[src/rtl/dcache_dm.sv]
// Direct-mapped write-back, write-allocate data cache between the pipeline MEM stage and a line-wide memory.
// Latency: hits complete combinationally in the request cycle; misses take fill cycles + 1, plus writeback cycles if the victim is dirty.
// Backpressure: mem_resp is held low until the request completes; the requestor keeps the request stable until then.
//
// Ports:
//   clk, rst                       sole clock (rising edge) and asynchronous active-high reset
//   mem_address/read/write/wdata   pipeline request; store data is already lane-shifted
//   mem_byte_enable                per-byte store enable
//   mem_rdata, mem_resp            aligned load word and one-cycle completion pulse
//   pmem_address/read/write/wdata  line-granular memory request (fill or victim writeback)
//   pmem_rdata, pmem_resp          fill line and one-cycle transfer-complete pulse
module dcache_dm #(
    parameter int S_OFFSET = 5,
    parameter int S_INDEX  = 3
) (
    input  logic                        clk,
    input  logic                        rst,

    input  logic [31:0]                 mem_address,
    input  logic                        mem_read,
    input  logic                        mem_write,
    input  logic [31:0]                 mem_wdata,
    input  logic [3:0]                  mem_byte_enable,
    output logic [31:0]                 mem_rdata,
    output logic                        mem_resp,

    output logic [31:0]                 pmem_address,
    output logic                        pmem_read,
    output logic                        pmem_write,
    output logic [(8<<S_OFFSET)-1:0]    pmem_wdata,
    input  logic [(8<<S_OFFSET)-1:0]    pmem_rdata,
    input  logic                        pmem_resp
);

    localparam int S_TAG  = 32 - S_OFFSET - S_INDEX;
    localparam int SETS   = 1 << S_INDEX;
    localparam int LINE_W = 8 << S_OFFSET;
    localparam int S_WORD = S_OFFSET - 2;

    typedef enum logic [1:0] {
        CHECK     = 2'd0,
        WRITEBACK = 2'd1,
        ALLOCATE  = 2'd2
    } state_t;

    state_t state_q;
    state_t state_d;

    // Per-set bookkeeping. Only valid/dirty need reset; tag and data are
    // meaningless while valid is low.
    logic [SETS-1:0]   valid_q;
    logic [SETS-1:0]   dirty_q;
    logic [S_TAG-1:0]  tag_q  [SETS];
    logic [LINE_W-1:0] data_q [SETS];

    // Request address fields.
    logic [S_TAG-1:0]   req_tag;
    logic [S_INDEX-1:0] req_index;
    logic [S_WORD-1:0]  req_word;
    int                 word_base;

    assign req_tag   = mem_address[31 -: S_TAG];
    assign req_index = mem_address[S_OFFSET +: S_INDEX];
    assign req_word  = mem_address[2 +: S_WORD];
    assign word_base = 32 * int'(req_word);

    // Currently indexed set.
    logic [S_TAG-1:0]  cur_tag;
    logic [LINE_W-1:0] cur_line;
    logic              cur_valid;
    logic              cur_dirty;
    logic              hit;
    logic              request;

    assign cur_tag   = tag_q[req_index];
    assign cur_line  = data_q[req_index];
    assign cur_valid = valid_q[req_index];
    assign cur_dirty = dirty_q[req_index];
    assign hit       = cur_valid && (cur_tag == req_tag);
    assign request   = mem_read || mem_write;

    // Loads read straight out of the indexed line; the value is only
    // meaningful while mem_resp is high.
    assign mem_rdata = cur_line[word_base +: 32];

    // Store merge: only enabled byte lanes of the addressed word change.
    logic [LINE_W-1:0] merged_line;

    always_comb begin
        merged_line = cur_line;
        for (int b = 0; b < 4; b++) begin
            if (mem_byte_enable[b]) begin
                merged_line[word_base + b*8 +: 8] = mem_wdata[b*8 +: 8];
            end
        end
    end

    // Array update strobes produced by the FSM.
    logic hit_write_en;
    logic fill_en;
    logic wb_done;

    always_ff @(posedge clk or posedge rst) begin
        if (rst) begin
            state_q <= CHECK;
        end else begin
            state_q <= state_d;
        end
    end

    always_comb begin
        state_d      = state_q;
        mem_resp     = 1'b0;
        pmem_read    = 1'b0;
        pmem_write   = 1'b0;
        pmem_address = '0;
        pmem_wdata   = '0;
        hit_write_en = 1'b0;
        fill_en      = 1'b0;
        wb_done      = 1'b0;

        case (state_q)
            CHECK: begin
                if (request) begin
                    if (hit) begin
                        mem_resp = 1'b1;
                        // A simultaneous read+write is handled as a write.
                        hit_write_en = mem_write;
                    end else if (cur_valid && cur_dirty) begin
                        state_d = WRITEBACK;
                    end else begin
                        state_d = ALLOCATE;
                    end
                end
            end

            WRITEBACK: begin
                pmem_write   = 1'b1;
                pmem_address = {cur_tag, req_index, {S_OFFSET{1'b0}}};
                pmem_wdata   = cur_line;
                if (pmem_resp) begin
                    wb_done = 1'b1;
                    state_d = ALLOCATE;
                end
            end

            ALLOCATE: begin
                pmem_read    = 1'b1;
                pmem_address = {req_tag, req_index, {S_OFFSET{1'b0}}};
                if (pmem_resp) begin
                    fill_en = 1'b1;
                    // Back to CHECK, where the request completes as a hit.
                    state_d = CHECK;
                end
            end

            default: begin
                state_d = CHECK;
            end
        endcase
    end

    // Valid/dirty: reset clears every set, which also discards any dirty data.
    always_ff @(posedge clk or posedge rst) begin
        if (rst) begin
            valid_q <= '0;
            dirty_q <= '0;
        end else begin
            if (fill_en) begin
                valid_q[req_index] <= 1'b1;
                dirty_q[req_index] <= 1'b0;
            end else if (wb_done) begin
                dirty_q[req_index] <= 1'b0;
            end else if (hit_write_en) begin
                // Set even when no byte lane is enabled.
                dirty_q[req_index] <= 1'b1;
            end
        end
    end

    // Tag/data arrays. While rst is high the FSM sits in CHECK with every set
    // invalid, so neither strobe can fire and an aborted transfer never lands.
    always_ff @(posedge clk) begin
        if (fill_en) begin
            tag_q[req_index]  <= req_tag;
            data_q[req_index] <= pmem_rdata;
        end else if (hit_write_en) begin
            data_q[req_index] <= merged_line;
        end
    end

endmodule

[config.mk]
export PLATFORM = sky130hd
export DESIGN_NAME = dcache_dm
export DESIGN_NICKNAME = d
export VERILOG_FILES = /design/src/rtl/dcache_dm.sv
export SDC_FILE = /design/constraint.sdc
export NUM_CORES = 2
export LEC_CHECK = 0
export ABC_AREA = 1
export CORE_MARGIN = 2
export CORE_UTILIZATION = 32
export CTS_CLUSTER_DIAMETER = 60
export CTS_CLUSTER_SIZE = 14
export DETAILED_ROUTE_END_ITERATION = 10
export RECOVER_POWER = 100
export SLEW_MARGIN = 25
export SYNTH_ARGS = -nofsm -noshare
export SYNTH_HDL_FRONTEND = slang
export SYNTH_SLANG_ARGS = --single-unit
export TNS_END_PERCENT = 20
[constraint.sdc]
create_clock -name clk -period 13.39 [get_ports clk]
set_input_delay 3.3475 -clock clk [delete_from_list [all_inputs] [get_ports clk]]
set_output_delay 3.3475 -clock clk [all_outputs]
set_load 0.05 [all_outputs]
## Yosys cells after proc, flatten, opt, wreduce, memory -nomap -nowiden

Memories as Yosys holds them, arrays and structs flattened.
Index checks and enable logic that the tools add are counted.

| storage, ports and cells | value |
|---|---|
| register bits after elaboration | 18 |
| RAM bits | 2240 |
| logic and storage cells | 84 |
| memories kept | 2 |

Memories:

| memory | words | width | read ports | clocked after memory_dff | write ports | RTL line | source |
|---|---|---|---|---|---|---|---|
| data_q | 8 | 256 | 1 | 0 | 1 | 54 | `logic [LINE_W-1:0] data_q [SETS];` |
| tag_q | 8 | 24 | 1 | 0 | 1 | 53 | `logic [S_TAG-1:0] tag_q [SETS];` |

| operators by class | value |
|---|---|
| add/subtract/negate cells | 7 |
| $lt $le $gt $ge | 2 |
| equality and inequality tests | 7 |
| shifts and indexed selects | 9 |
| muxes and demuxes | 42 |
| bitwise logic cells | 5 |
| reduce and logical (&&, ||, !) cells | 7 |

Operators by type and width:

| operator | count |
|---|---|
| $mux W256 | 6 |
| $bwmux W256 | 4 |
| $shift A8 B33 Y256 const A | 4 |
| $shiftx A8 B33 Y256 | 4 |
| $shiftx A256 B9 Y32 | 1 |
| $neg A9 Y33 | 3 |
| $pmux W32 S2 | 1 |
| $neg A8 Y33 | 1 |
| $eq A24 B24 Y1 | 1 |
| $mux W8 | 3 |
| $mux W1 | 19 |
| $add A8 B5 Y9 const B | 2 |
| $or A8 B8 Y8 | 2 |
| $mux W2 | 5 |
| $add A8 B4 Y9 const B | 1 |
| $and A8 B8 Y8 | 1 |
| $ne A2 B2 Y1 const B | 4 |
| $not A8 Y8 | 1 |
| $bmux W1 S3 | 2 |
| $pmux W2 S3 | 1 |
| $lt A3 B4 Y1 const B | 1 |
| $reduce_and A4 Y1 | 1 |
| $demux W1 S3 | 1 |
| $ge A3 B1 Y1 const B | 1 |
| 7 further kinds | 9 |

## Longest topological paths before layout

| depth | value |
|---|---|
| word-level depth | 11 |
| mapped depth | 22 |

## Worst setup path after synthesis

Ideal clock, no wire load.

| timing path | value |
|---|---|
| kind | input to register |
| start | input port mem_address[5] |
| end | memory data_q[3][0] (netlist name) (enable) |
| library setup time | 0.959 ns |
| arrival | 16.832 ns |
| data required time | 12.431 ns |
| path slack | -4.401 ns |
| cell stages on the path | 12 |
| path buffers | 3 |
| path through | buf_4 > buf_6 > buf_2 > o211ai_1 > nand2_1 > o21bai_1 > nand3_1 > nor2_1 > nand2_1 > nor2_1 > nand3_2 > a21oi_1 |

| on the way | value |
|---|---|
| cells in the longest elaborated chain, start to end | 10 |
| elaborated cells between the ends (all ways) | 12 |
| classes of those cells | 1 x eq/ne; 8 x mux; 1 x bitwise; 1 x reduce/logical; 1 x memory |

Ends and longest elaborated chain:

| element | RTL line | source |
|---|---|---|
| from (decl) | 19 | `input logic [31:0] mem_address,` |
| $mem_v2 Z8 W24 / $bmux W1 S3 (equally long branches) | - |  |
| $eq A24 B24 Y1 / $mux W1 (equally long branches) | 79, 77 |  |
| $logic_and A1 B1 Y1 | 79 | `assign hit = cur_valid && (cur_tag == req_tag);` |
| $mux W1 | 125 | `if (hit) begin` |
| $mux W1 | 124 | `if (request) begin` |
| $mux W1 | 122 | `case (state_q)` |
| $mux W1 | 187 | `end else if (hit_write_en) begin` |
| $mux W1 | 184 | `if (fill_en) begin` |
| $mux W1 (implied by the code) | 188 | `data_q[req_index] <= merged_line;` |
| $or A1 B1 Y1 (no source line) | - |  |
| to (decl) | 54 |  |

Parallel ways exist; a longest one is shown, timed or not. The select of a mux whose other input is x is not followed.

## Worst setup path after layout

| timing path | value |
|---|---|
| start | input port mem_address[6] |
| end | output port mem_rdata[0] |

| on the way | value |
|---|---|
| cells in the longest elaborated chain, start to end | 2 |

Ends and longest elaborated chain:

| element | RTL line | source |
|---|---|---|
| $mem_v2 Z8 W256 | - |  |
| $shiftx A256 B9 Y32 | 84 | `assign mem_rdata = cur_line[word_base +: 32];` |
| to (decl) | 24 | `output logic [31:0] mem_rdata,` |

No other way between the ends.

==> key figures <==
Run status
  • Outcome: finished, violations left
  • Violated checks: capacitance limit, slew limit

Layout
  • Layout cells sized above 1: 0.0578
  • # nets final: 8792
  • Area growth syn-to-layout: 17.9%
  • Most frequent cells in the layout: 2240 x sky130_fd_sc_hd__edfxtp_1, 1730 x sky130_fd_sc_hd__nand2_1, 809 x sky130_fd_sc_hd__inv_1
  • Commonest non-fill, non-tap cell in the layout: sky130_fd_sc_hd__edfxtp_1
  • Count of placed standard cells in the final layout, fillers left out: about 13k

Power and ir drop
  • PwrDens: roughly 140 mW/mm^2
  • Power share of the sequential group: 0.521
  • Combinational Power Share: 0.136
  • Switching portion of total power: 0.273
  • Net switching power: approximately 4.3 mW
  • Power Total: between 15 and 20 mW
  • Cell internal power dissipation: ~11 mW
  • VDD IR max: 0.000114 V
  • Leakage power of the design: roughly 40 nW
  • Clock share of power: 0.343

Placed design
  • Routability congestion estimate from global placement: around 0.9
  • Post-detailed-placement half-perimeter wirelength: approximately 270000 um
  • Count of port buffers added during placement: 644
  • Number of placed instances, taps included: 12.2k

Synth
  • Ys Warns: 0
  • Flip-flop and latch count after synthesis: roughly 2.3k
  • Gate count of the mapped netlist: 7825
  • Count of flip-flops with a built-in enable after synthesis: ~2.2k
  • Post-synth ARST share: 0.00797
  • Average cell area after synthesis: 12.2 sq um
  • Post-synthesis instance area: 0.0953 sq mm
  • Sequential share of the synthesized area: 0.711
  • Primary flip-flop cell chosen by synthesis mapping: sky130_fd_sc_hd__edfxtp_1
  • Unique masters post-synth: 50

Global routing
  • Global-route wire length before repair: 540000 um
  • Maximum number of pins on one net before global-route repair: 128
  • Total routing resource utilization after global routing: 0.256
  • Initial antenna violation count: 69
  • Vias in the first global route: around 66k
  • Leftover overflow at the end of global routing: 0

Setup path
  • Family with the most delay on the worst path: simple AND/OR/NAND/NOR gates
  • Highest net fanout along the worst path: 23
  • List of cells traversed by the critical path: dlygate4sd3_1 -> nor2_4 -> nand2_1 -> clkbuf_1 -> o2bb2ai_1 -> a221oi_1 -> nand4_1 -> nand2_1 -> nand3_1 -> nor2_1 -> nor2_1 -> dlygate4sd3_1
  • Source of the worst register-to-register timing path: tag_q[4][13]
  • Critical R2R Capture: data_q[1][132]
  • Kind of launch point of the worst setup path: primary input
  • Data arrival time of the worst path: 9420 ps
  • R2R cell count: 12
  • Number of buffer and inverter instances along the worst setup path: 3
  • Category of the worst setup path capture point: output port
  • Slack of the worst reg-to-reg path: 5440 ps
  • Critical-path cell with the highest stage delay: sky130_fd_sc_hd__nand2_1
  • Kind of critical path: in2out
  • Largest stage delay on the critical path: 1560 ps
  • Required time at the worst-slack endpoint: 10040 ps

Drt
  • Post-detailed-route via-to-cell ratio: 5.69
  • Initial drt markers: 11.4k
  • Number of search-and-repair iterations in the first detailed-routing pass: 6
  • Detailed-route wire length: approximately 400000 um
  • Final antenna-violating net count: 0
  • Routed WL per cell: 32.0 um
  • Drc violations: 0
  • Number of vias in the routed layout: 71.4k

Floorplan
  • Count of boundary I/O pins: 652
  • Number of core rows: 200
  • Die Footprint: 0.302 sq mm
  • Starting density of the core: 0.321
  • Horizontal extent of the die: 550 um
  • Core outline area: 0.297 sq mm
  • Y dimension of the die: 550 um

Timing
  • Unrepaired setup endpoints after global routing: no
  • Setup Viol. Count Final: 0
  • Final setup skew: about 120 ps
  • Worst-Margin Slew: 4740 ps
  • Count of endpoints failing hold in the final timing report: 0
  • Maximum clock frequency: 78.3 MHz
  • Final slew viol count: 2014
  • Final worst path period share: 0.954
  • Minimum clock period: ~13000 ps
  • Max transition margin: -2.16

Clock tree
  • Clock tree from TritonCTS: built
  • CTS H-tree depth: 4
  • Number of hold buffers added after CTS: 0
  • Buffer type at the clock tree root: sky130_fd_sc_hd__clkbuf_16
  • Number of post-CTS setup repair buffers: 0
  • Number of instances resized during post-cts repair: 0
  • Post-CTS clock slew at the launch and capture registers of the worst setup and hold paths: 60 ps
  • Clock latency on the worst-skew pair: 930 ps
  • Cts bufs inserted: 200
  • Clock net sink count: 2258
  • Bufs on Longest Clock Path: 4

Job
  • Number of violations of the max-capacitance limit: 44

Min path
  • Launch point of the worst hold path: valid_q[1]
  • Terminating pin of the worst hold path: valid_q[1]
  • Worst hold path stage count: 1
  • Hold Crit Class: reg2reg
final cells by class:
cell class,instances,area [sq um]
tap,3939,4930
sequential,2258,67700
multi-input combinational,4306,22400
clock inverter,42,445
clock buffer,212,5090
inverter,827,3110
fill,28300,184000
antenna,89,223
timing repair buffer,861,8450
sequential cells by signal, summed over array words and instances, names as in the netlist, named ones only:
signal	flops
tag_q	192
state_q	2
data_q	2048
valid_q	8
power by group through the flow:
stage	clock, mW	sequential, mW	combinational (mW)
global placement	0	8.24	2.10
global route	5.59	8.14	2.19
finish	5.35	8.13	2.13
detailed placement	0	8.26	2.12
floorplan	0	8.36	1.09
CTS	5.35	8.10	2.13
layer usage:
layer | track usage | up-vias | share of wire
li1 | - | 29400 | -
met1 | 0.324 | 35500 | 0.35
met2 | 0.380 | 5404 | 0.43
met3 | 0.0660 | 1030 | 0.13
met4 | 0.188 | 36 | 0.086
met5 | 0 | - | 0.00059
how the worst max path moves through the flow:
stage	from	end	slack (ps)	cells after the start
3_3_place_gp	mem_address[6]	mem_rdata[28]	1480	13
4_1_cts	mem_address[6]	mem_rdata[28]	1440	13
5_1_grt	mem_address[7]	mem_rdata[10]	590	13
6_report	mem_address[6]	mem_rdata[0]	620	12
3_5_place_dp	mem_address[6]	mem_rdata[28]	1460	13
2_1_floorplan	mem_address[5]	data_q[3][0]	-4400	12
per-stage QoR:
step	util	setup slack (ps)	hold slack, ps	setup TNS (ps)	area (sq um)
after floorplan	-	-4400	424	-9012310	95300
after global placement	0.361	1480	439	0	107000
final	0.379	618	467	0	112000
after CTS	0.380	1440	467	0	113000
after detailed placement	0.361	1460	454	0	107000
after global routing	0.379	590	488	0	112000
worst register-to-register path: stages, from the launching register on:
cell and delay, ps:
sky130_fd_sc_hd__edfxtp_1 360, sky130_fd_sc_hd__or2_2 270, sky130_fd_sc_hd__nand3_1 70, sky130_fd_sc_hd__nand2_1 140, sky130_fd_sc_hd__o21bai_1 260, sky130_fd_sc_hd__nand2_1 80, sky130_fd_sc_hd__nor2_1 130, sky130_fd_sc_hd__nand3_1 90
sky130_fd_sc_hd__nor2_1 150, sky130_fd_sc_hd__nand3_1 620, sky130_fd_sc_hd__a21oi_1 470, sky130_fd_sc_hd__clkbuf_2 2880, sky130_fd_sc_hd__clkbuf_2 1950
cell families (layout without fill, tap and decap cells):
group	count (synthesis)	after routing	synth area share
buffers and inverters	1265	1942	0.0553
multiplexers	3	3	0.000315
flip-flops	2258	2258	0.711
AND/OR/NAND/NOR	2652	2652	0.113
other	1	94	0.0000394
adder cells (fa/ha/maj)	9	9	0.00118
AO/OA/AOI/OAI	1637	1637	0.120
synth_stat cells, drive strengths merged (9+ instances only):
master	number	area [sq um]
edfxtp	2240	67300
nand2	1732	6510
inv	815	3060
o21ai	536	2740
nor2	530	2030
a22o	334	2930
a221oi	284	2490
clkbuf	256	961
a21oi	210	1050
buf	182	1200
nand3	170	868
nand4	147	920
a22oi	71	533
o2bb2ai	56	490
o22ai	39	244
nor3	35	175
o2111a	34	383
o211ai	29	218
or2	25	156
dfrtp	18	450
a31oi	15	93.8
clkinv	12	45.0
ha	9	113
Note: power is estimated with default switching activity, not from simulation.
